--- src/rtl/mu0_pkg.sv ---
// MU0 controller shared definitions: opcodes, ALU function codes, FSM state
// encodings and datapath mux select values. The helper function classifies
// the opcodes that make a data memory access during EXEC.
package mu0_pkg;

    // Opcodes carried in IR[15:12]; 8-15 execute as NOP.
    localparam logic [3:0] OP_LDA = 4'd0;
    localparam logic [3:0] OP_STA = 4'd1;
    localparam logic [3:0] OP_ADD = 4'd2;
    localparam logic [3:0] OP_SUB = 4'd3;
    localparam logic [3:0] OP_JMP = 4'd4;
    localparam logic [3:0] OP_JGE = 4'd5;
    localparam logic [3:0] OP_JNE = 4'd6;
    localparam logic [3:0] OP_STP = 4'd7;

    // ALU function select.
    localparam logic [1:0] ALU_Y     = 2'b00;
    localparam logic [1:0] ALU_ADD   = 2'b01;
    localparam logic [1:0] ALU_INC_X = 2'b10;
    localparam logic [1:0] ALU_SUB   = 2'b11;

    // Mux selects.
    localparam logic XSEL_ACC    = 1'b0;
    localparam logic XSEL_PC     = 1'b1;
    localparam logic YSEL_MEM    = 1'b0;
    localparam logic YSEL_IR     = 1'b1;
    localparam logic ASEL_PC     = 1'b0;
    localparam logic ASEL_IR     = 1'b1;

    // 2'b11 is unused; it decodes to no outputs and recovers to StFetch.
    typedef enum logic [1:0] {
        StFetch = 2'b00,
        StExec  = 2'b01,
        StHalt  = 2'b10
    } state_e;

    // Opcodes that access data memory in EXEC and therefore wait for Mem_Rdy.
    function automatic logic is_mem_op(input logic [3:0] f);
        return (f == OP_LDA) || (f == OP_STA) || (f == OP_ADD) || (f == OP_SUB);
    endfunction

endpackage

--- src/rtl/mu0_decode.sv ---
// MU0 control decode: purely combinational map from the current FSM state,
// opcode, ACC flags, memory ready and reset to every datapath control.
// Ports:
//   state_i     current FSM state
//   f_i         opcode IR[15:12]
//   n_i, z_i    ACC negative / zero flags
//   mem_rdy_i   memory completes its access this cycle
//   rst_i       reset, forces every output to 0
//   *_o         datapath selects, ALU function, enables, strobes, halted
module mu0_decode
    import mu0_pkg::*;
(
    input  state_e     state_i,
    input  logic [3:0] f_i,
    input  logic       n_i,
    input  logic       z_i,
    input  logic       mem_rdy_i,
    input  logic       rst_i,
    output logic       x_sel_o,
    output logic       y_sel_o,
    output logic       addr_sel_o,
    output logic [1:0] alu_fs_o,
    output logic       pc_en_o,
    output logic       ir_en_o,
    output logic       acc_en_o,
    output logic       mem_rd_o,
    output logic       mem_wr_o,
    output logic       halted_o
);

    always_comb begin
        x_sel_o    = XSEL_ACC;
        y_sel_o    = YSEL_MEM;
        addr_sel_o = ASEL_PC;
        alu_fs_o   = ALU_Y;
        pc_en_o    = 1'b0;
        ir_en_o    = 1'b0;
        acc_en_o   = 1'b0;
        mem_rd_o   = 1'b0;
        mem_wr_o   = 1'b0;
        halted_o   = 1'b0;

        // Reset overrides everything so strobes drop in the same timestep.
        if (!rst_i) begin
            unique case (state_i)
                StFetch: begin
                    addr_sel_o = ASEL_PC;
                    mem_rd_o   = 1'b1;
                    x_sel_o    = XSEL_PC;
                    alu_fs_o   = ALU_INC_X;
                    ir_en_o    = mem_rdy_i;
                    pc_en_o    = mem_rdy_i;
                end
                StExec: begin
                    case (f_i)
                        OP_LDA: begin
                            addr_sel_o = ASEL_IR;
                            mem_rd_o   = 1'b1;
                            y_sel_o    = YSEL_MEM;
                            alu_fs_o   = ALU_Y;
                            acc_en_o   = mem_rdy_i;
                        end
                        OP_STA: begin
                            addr_sel_o = ASEL_IR;
                            mem_wr_o   = 1'b1;
                            x_sel_o    = XSEL_ACC;
                        end
                        OP_ADD: begin
                            addr_sel_o = ASEL_IR;
                            mem_rd_o   = 1'b1;
                            y_sel_o    = YSEL_MEM;
                            x_sel_o    = XSEL_ACC;
                            alu_fs_o   = ALU_ADD;
                            acc_en_o   = mem_rdy_i;
                        end
                        OP_SUB: begin
                            addr_sel_o = ASEL_IR;
                            mem_rd_o   = 1'b1;
                            y_sel_o    = YSEL_MEM;
                            x_sel_o    = XSEL_ACC;
                            alu_fs_o   = ALU_SUB;
                            acc_en_o   = mem_rdy_i;
                        end
                        OP_JMP: begin
                            y_sel_o  = YSEL_IR;
                            alu_fs_o = ALU_Y;
                            pc_en_o  = 1'b1;
                        end
                        OP_JGE: begin
                            y_sel_o  = YSEL_IR;
                            alu_fs_o = ALU_Y;
                            pc_en_o  = ~n_i;
                        end
                        OP_JNE: begin
                            y_sel_o  = YSEL_IR;
                            alu_fs_o = ALU_Y;
                            pc_en_o  = ~z_i;
                        end
                        default: ; // STP and NOPs drive nothing
                    endcase
                end
                StHalt: begin
                    halted_o = 1'b1;
                end
                default: ; // illegal encoding: no outputs this cycle
            endcase
        end
    end

endmodule

--- src/rtl/mu0_control.sv ---
// MU0 sequencing controller: holds the FETCH/EXEC/HALT state register and the
// next-state logic; all control outputs come from mu0_decode.
// Ports:
//   Clk, Reset            clock (rising edge), asynchronous active-high reset
//   F, N, Z, Mem_Rdy      opcode, ACC flags, memory handshake
//   X_sel, Y_sel, Addr_sel, ALU_FS   datapath selects and ALU function
//   PC_En, IR_En, Acc_En  register load enables
//   MEM_rd, MEM_wr        memory strobes
//   Halted                processor stopped after STP
module mu0_control
    import mu0_pkg::*;
(
    input  logic       Clk,
    input  logic       Reset,
    input  logic [3:0] F,
    input  logic       N,
    input  logic       Z,
    input  logic       Mem_Rdy,
    output logic       X_sel,
    output logic       Y_sel,
    output logic       Addr_sel,
    output logic [1:0] ALU_FS,
    output logic       PC_En,
    output logic       IR_En,
    output logic       Acc_En,
    output logic       MEM_rd,
    output logic       MEM_wr,
    output logic       Halted
);

    state_e state_q, state_d;

    always_comb begin
        state_d = state_q;
        unique case (state_q)
            StFetch: state_d = Mem_Rdy ? StExec : StFetch;
            StExec: begin
                if (F == OP_STP) begin
                    state_d = StHalt;
                end else if (is_mem_op(F)) begin
                    state_d = Mem_Rdy ? StFetch : StExec;
                end else begin
                    state_d = StFetch; // jumps and NOPs are single-cycle
                end
            end
            StHalt:  state_d = StHalt;
            default: state_d = StFetch;
        endcase
    end

    always_ff @(posedge Clk or posedge Reset) begin
        if (Reset) begin
            state_q <= StFetch;
        end else begin
            state_q <= state_d;
        end
    end

    mu0_decode u_decode (
        .state_i    (state_q),
        .f_i        (F),
        .n_i        (N),
        .z_i        (Z),
        .mem_rdy_i  (Mem_Rdy),
        .rst_i      (Reset),
        .x_sel_o    (X_sel),
        .y_sel_o    (Y_sel),
        .addr_sel_o (Addr_sel),
        .alu_fs_o   (ALU_FS),
        .pc_en_o    (PC_En),
        .ir_en_o    (IR_En),
        .acc_en_o   (Acc_En),
        .mem_rd_o   (MEM_rd),
        .mem_wr_o   (MEM_wr),
        .halted_o   (Halted)
    );

endmodule

--- config.mk ---
export PLATFORM = sky130hd
export DESIGN_NAME = mu0_control
export DESIGN_NICKNAME = d
export VERILOG_FILES = /design/src/rtl/mu0_pkg.sv /design/src/rtl/mu0_decode.sv /design/src/rtl/mu0_control.sv
export SDC_FILE = /design/constraint.sdc
export NUM_CORES = 1
export LEC_CHECK = 0
export CORE_AREA = 2 2 39 41
export DETAILED_ROUTE_END_ITERATION = 12
export DIE_AREA = 0 0 41 43
export SLEW_MARGIN = 15
export SYNTH_ARGS = -nofsm -noshare
export SYNTH_HDL_FRONTEND = slang
export SYNTH_SLANG_ARGS = --single-unit
--- constraint.sdc ---
create_clock -name Clk -period 3 [get_ports Clk]
set_clock_uncertainty 0.2 [all_clocks]
set_input_delay 0.3 -clock Clk [delete_from_list [all_inputs] [get_ports Clk]]
set_output_delay 0.3 -clock Clk [all_outputs]
set_load 0.005 [all_outputs]
After elaboration in Yosys (flattened, before gate mapping)
Cells that the tools add are included.
- equal/unequal tests: 9
- mux-type cells: 32
- bitwise operators: 2
- reductions and logical operators: 8
- operators with widths (operator ; count):
    $mux 1 ; 24
    $eq 4x3->1 const B ; 4
    $eq 4x2->1 const B ; 2
    $pmux 2 s2 ; 2
    $pmux 2 s3 ; 1
    $reduce_or 3->1 ; 2
    $eq 4x1->1 const B ; 1
    $logic_not 4->1 ; 1
    $mux 2 ; 2
    $pmux 1 s2 ; 2
    $reduce_or 4->1 ; 1
    $logic_or 1x1->1 ; 3
    $pmux 1 s3 ; 1
    $eq 2x1->1 const B ; 1
    $eq 2x2->1 const B ; 1
    $logic_not 2->1 ; 1
    $not 1->1 ; 2
- flip-flop bits (word level): 2
- input port bits: 9
- output and inout port bits: 11
- word-level logic and storage cells: 52

Depth between registers and ports, before layout
- word-level depth: 7
- depth in mapped cells: 4
- depth with buffers taken out: 4

Modules after synthesis
Synthesis repeated with hierarchy kept, for this count alone.
- cell total of the unflattened synthesis: 34
- area total of the unflattened synthesis: 237.7 µm²
- by module, submodules not included (module ; instances ; cells an instance ; area an instance (µm²) ; sequential area each (µm²)):
    mu0_decode ; 1 ; 25 ; 135.1 ; 0.0
    mu0_control ; 1 ; 9 ; 102.6 ; 50.0

Least setup slack after synthesis
Ideal clock, no wire load.
- path type: reg-to-output
- from: register state_q[0]
- to: output PC_En
- data arrival time: 0.945 ns
- required time: 2.500 ns
- path slack: 1.555 ns
- stages on the path, launching flop included: 4
- buffers on the path: 0
- cells stage by stage: dfrtp_1 -> nand2b_1 -> nor3_1 -> a31o_1
- cells in the longest elaborated chain, start to end: 3
- elaborated cells between the ends (all ways): 4
- classes of those cells: 1 x eq/ne; 2 x mux; 1 x reduce/logical
- ends and longest elaborated chain (what ; RTL line ; RTL):
    start, declared ; mu0_control.sv:31 ; state_e state_q, state_d;
    start signal, assigned ; mu0_control.sv:53 ; state_q <= StFetch;
    start signal, assigned ; mu0_control.sv:55 ; state_q <= state_d;
    $eq 2x1->1 or $logic_not 2->1 (tied branches) ; mu0_decode.sv:45 ; unique case (state_i)
    $pmux 1 s2 * ; mu0_decode.sv:45 ;
    $mux 1 * ; mu0_decode.sv:44 ; if (!rst_i) begin
    end, declared ; mu0_control.sv:23 ; output logic PC_En,
Mark *: on every way between the ends. The rest lies on a longest branch, timed or not.

Final worst setup path
- from: input Reset
- to: output Acc_En
- cells in the longest elaborated chain, start to end: 1
- ends and longest elaborated chain (what ; RTL line ; RTL):
    start, declared ; mu0_control.sv:14 ; input logic Reset,
    $mux 1 ; mu0_decode.sv:44 ;
    end, declared ; mu0_control.sv:25 ; output logic Acc_En,
No other way between the ends.

==> qor.txt <==
status: finished, final reports clean
Largest register FFs: 2
via count: 296
Iteration-0 DRC Markers: 6
number of global-route vias before repair: 280
flop and latch count out of synthesis: 2
Mapped Avg Cell Area: 6.92 µm²
RSZ-0062 raised after global routing: false
Mapped Cells: 30
Post-DP HPWL: 508 µm
Max Clk Rate: 425 MHz
critical path's top delay family: buffers and inverters
Buf+Inv Stages, Crit Path: 3
Clk network pwr share: 0.420
CTS root buffer: clkbuf_4
hold_buf cts: 0
GRT Total Usage: 0.101
startpoint type of the worst setup path: input pin
Worst Path Required: 2500 ps
top routing layer in use: met3
Cell Area, Placed: 418 µm²
largest net degree at the start of global routing: 9
DP Worst Slack: 633 ps
pins over their slew limit: 0
post-cts resize count: 0
Largest Register: state_q
Initial Util: 0.150
worst ir drop on vdd: 136 µV
Final Util: 0.318
Critical Path End Type: primary output
Post-Syn Nets: 39
CTS tree: built
simple-gate share of the synthesized area: 0.536
met1 WL: 288 µm
GP Congestion: 0.724
Final min period: 2350 ps
antenna viol nets, final: 0
Netlist cell types: 17
clk buf depth: 2
CTS H-tree depth: 1
# DRC: 0
Final period util: 0.784
wire length per cell: 10.2 µm
most frequent cells in the layout: clkdlybuf4s50_1, nor2_1, nand2_1, nor3_1, clkbuf_4
setup TNS: 0 ps
CP Data Arrival Time: 1850 ps
Via density: 4.35
WL met3: 72 µm
GR Overflow Total: 0
Inserted Clock Buffers: 3
Final nets: 63
crit path max-delay cell type: clkdlybuf4s50_1
Hold Path Class: in2async
measured slew at the worst slew-check pin: 252 ps
sw frac: 0.276
slew margin rel.: 0.832
met2 wire len: 334 µm
Finished Layout Cells: 68
cell count after placement: 65
clk slew on worst S/H paths: 30 ps
Crit path top cell by count: clkdlybuf4s50_1
crit path max fanout: 7
initial antenna violation count: 0
total power: 0.148 mW
Synth Area in XOR/XNOR: 0
post-synthesis sequential area ratio: 0.241
total leakage power: 0.176 nW
switching pwr: 0.0409 mW
CP max stage delay: 500 ps
Die ar.: 0.00176 mm²
post-CTS setup buffers: 0
first-pass GRT wire length: 1120 µm
Synth Area in Compound Gates: 0.187
die height: 43 µm
pwr/cell area: 337 mW/mm²
Area Growth Syn to Fin: 112%
Design Area, Final: 440 µm²
ant diodes: 0
Initial DRT Pass Iterations: 4
I/O Buffers: 19
Max Cap Viol: 0
Synth Warn #: 0
internal power: 0.107 mW
clk_lat worst skew: 230 ps
IO Pins: 20
post-synthesis mux area share: 0
Post-Syn Area: 208 µm²
Logic pwr share: 0.339
fin worst setup slack: 647 ps
Final Hold Vio Count: 0
Total Wirelength: 695 µm
TritonCTS Sinks: 2
adder-cell area share of the yosys netlist: 0
largest family of logic cells by synthesized area: simple AND/OR/NAND/NOR gates
Hold Slack: 167 ps
commonest non-fill, non-tap cell in the layout: clkdlybuf4s50_1
setup violators final: 0
Die W: 41 µm
Core Area: 0.00138 mm²
standard-cell rows: 14
fillers: 157
crit path kind: in2out
share of layout cells above drive strength 1: 0.0769
top flop regs: state_q (2)
Critical Path, Cell by Cell: clkdlybuf4s50_1, nor2_1, nand3_1, inv_1, and3_1, clkdlybuf4s50_1
Reg power frac: 0.241
## worst paths after layout
check | startpoint | endpoint | cells past startpoint | slack (ps)
max | Reset | Acc_En | 6 | 650
min | Reset | state_q[1] | 2 | 170
max reg2reg | state_q[1] | state_q[1] | 2 | 1840
min reg2reg | state_q[1] | state_q[0] | 1 | 360
max in group asynchronous | Reset | state_q[0] | 2 | 2310
min in group Clk | state_q[1] | state_q[0] | 1 | 360
## final cells by class
cell class              instances  area [µm²]  area share
inverters                       2        7.51      0.0170
well taps                      16        20.0      0.0455
multi-input cells              26         150       0.341
clock buffers                   3        22.5      0.0511
flip-flops and latches          2        50.0       0.114
repair buffers                 19         190       0.432
## power groups by stage
| stage | clock, mW | combinational [mW] | sequential [mW] |
|---|---|---|---|
| floorplan | 0 | 0.0174 | 0.0342 |
| global placement | 0 | 0.0504 | 0.0358 |
| detailed placement | 0 | 0.0504 | 0.0356 |
| CTS | 0.0664 | 0.0508 | 0.0353 |
| global route | 0.0643 | 0.0551 | 0.0362 |
| finish | 0.0622 | 0.0503 | 0.0357 |
## cell usage after synthesis (all sizes together)
library cell / instances / area share
a31o: 1 / 0.042
and2: 1 / 0.030
dfrtp: 2 / 0.24
or2b: 1 / 0.042
a21oi: 1 / 0.024
inv: 2 / 0.036
nor3: 3 / 0.072
nand3: 2 / 0.048
and3: 1 / 0.030
o21ai: 2 / 0.048
a21boi: 2 / 0.072
nor3b: 1 / 0.036
nand3b: 1 / 0.036
nor2: 4 / 0.072
nand2b: 2 / 0.060
nand4bb: 1 / 0.054
nand2: 3 / 0.054
## routing by layer
| metal | global-route usage | vias to the layer above |
|---|---|---|
| li1 | - | 150 |
| met1 | 0.112 | 130 |
| met2 | 0.131 | 16 |
| met3 | 0.0314 | 0 |
| met4 | 0.120 | 0 |
| met5 | 0 | - |
## cells by family after synthesis
family,count (synthesis)
AO/OA/AOI/OAI,6
AND/OR/NAND/NOR,20
flip-flops,2
buffers and inverters,2
Power figures use the tool's default switching activity.
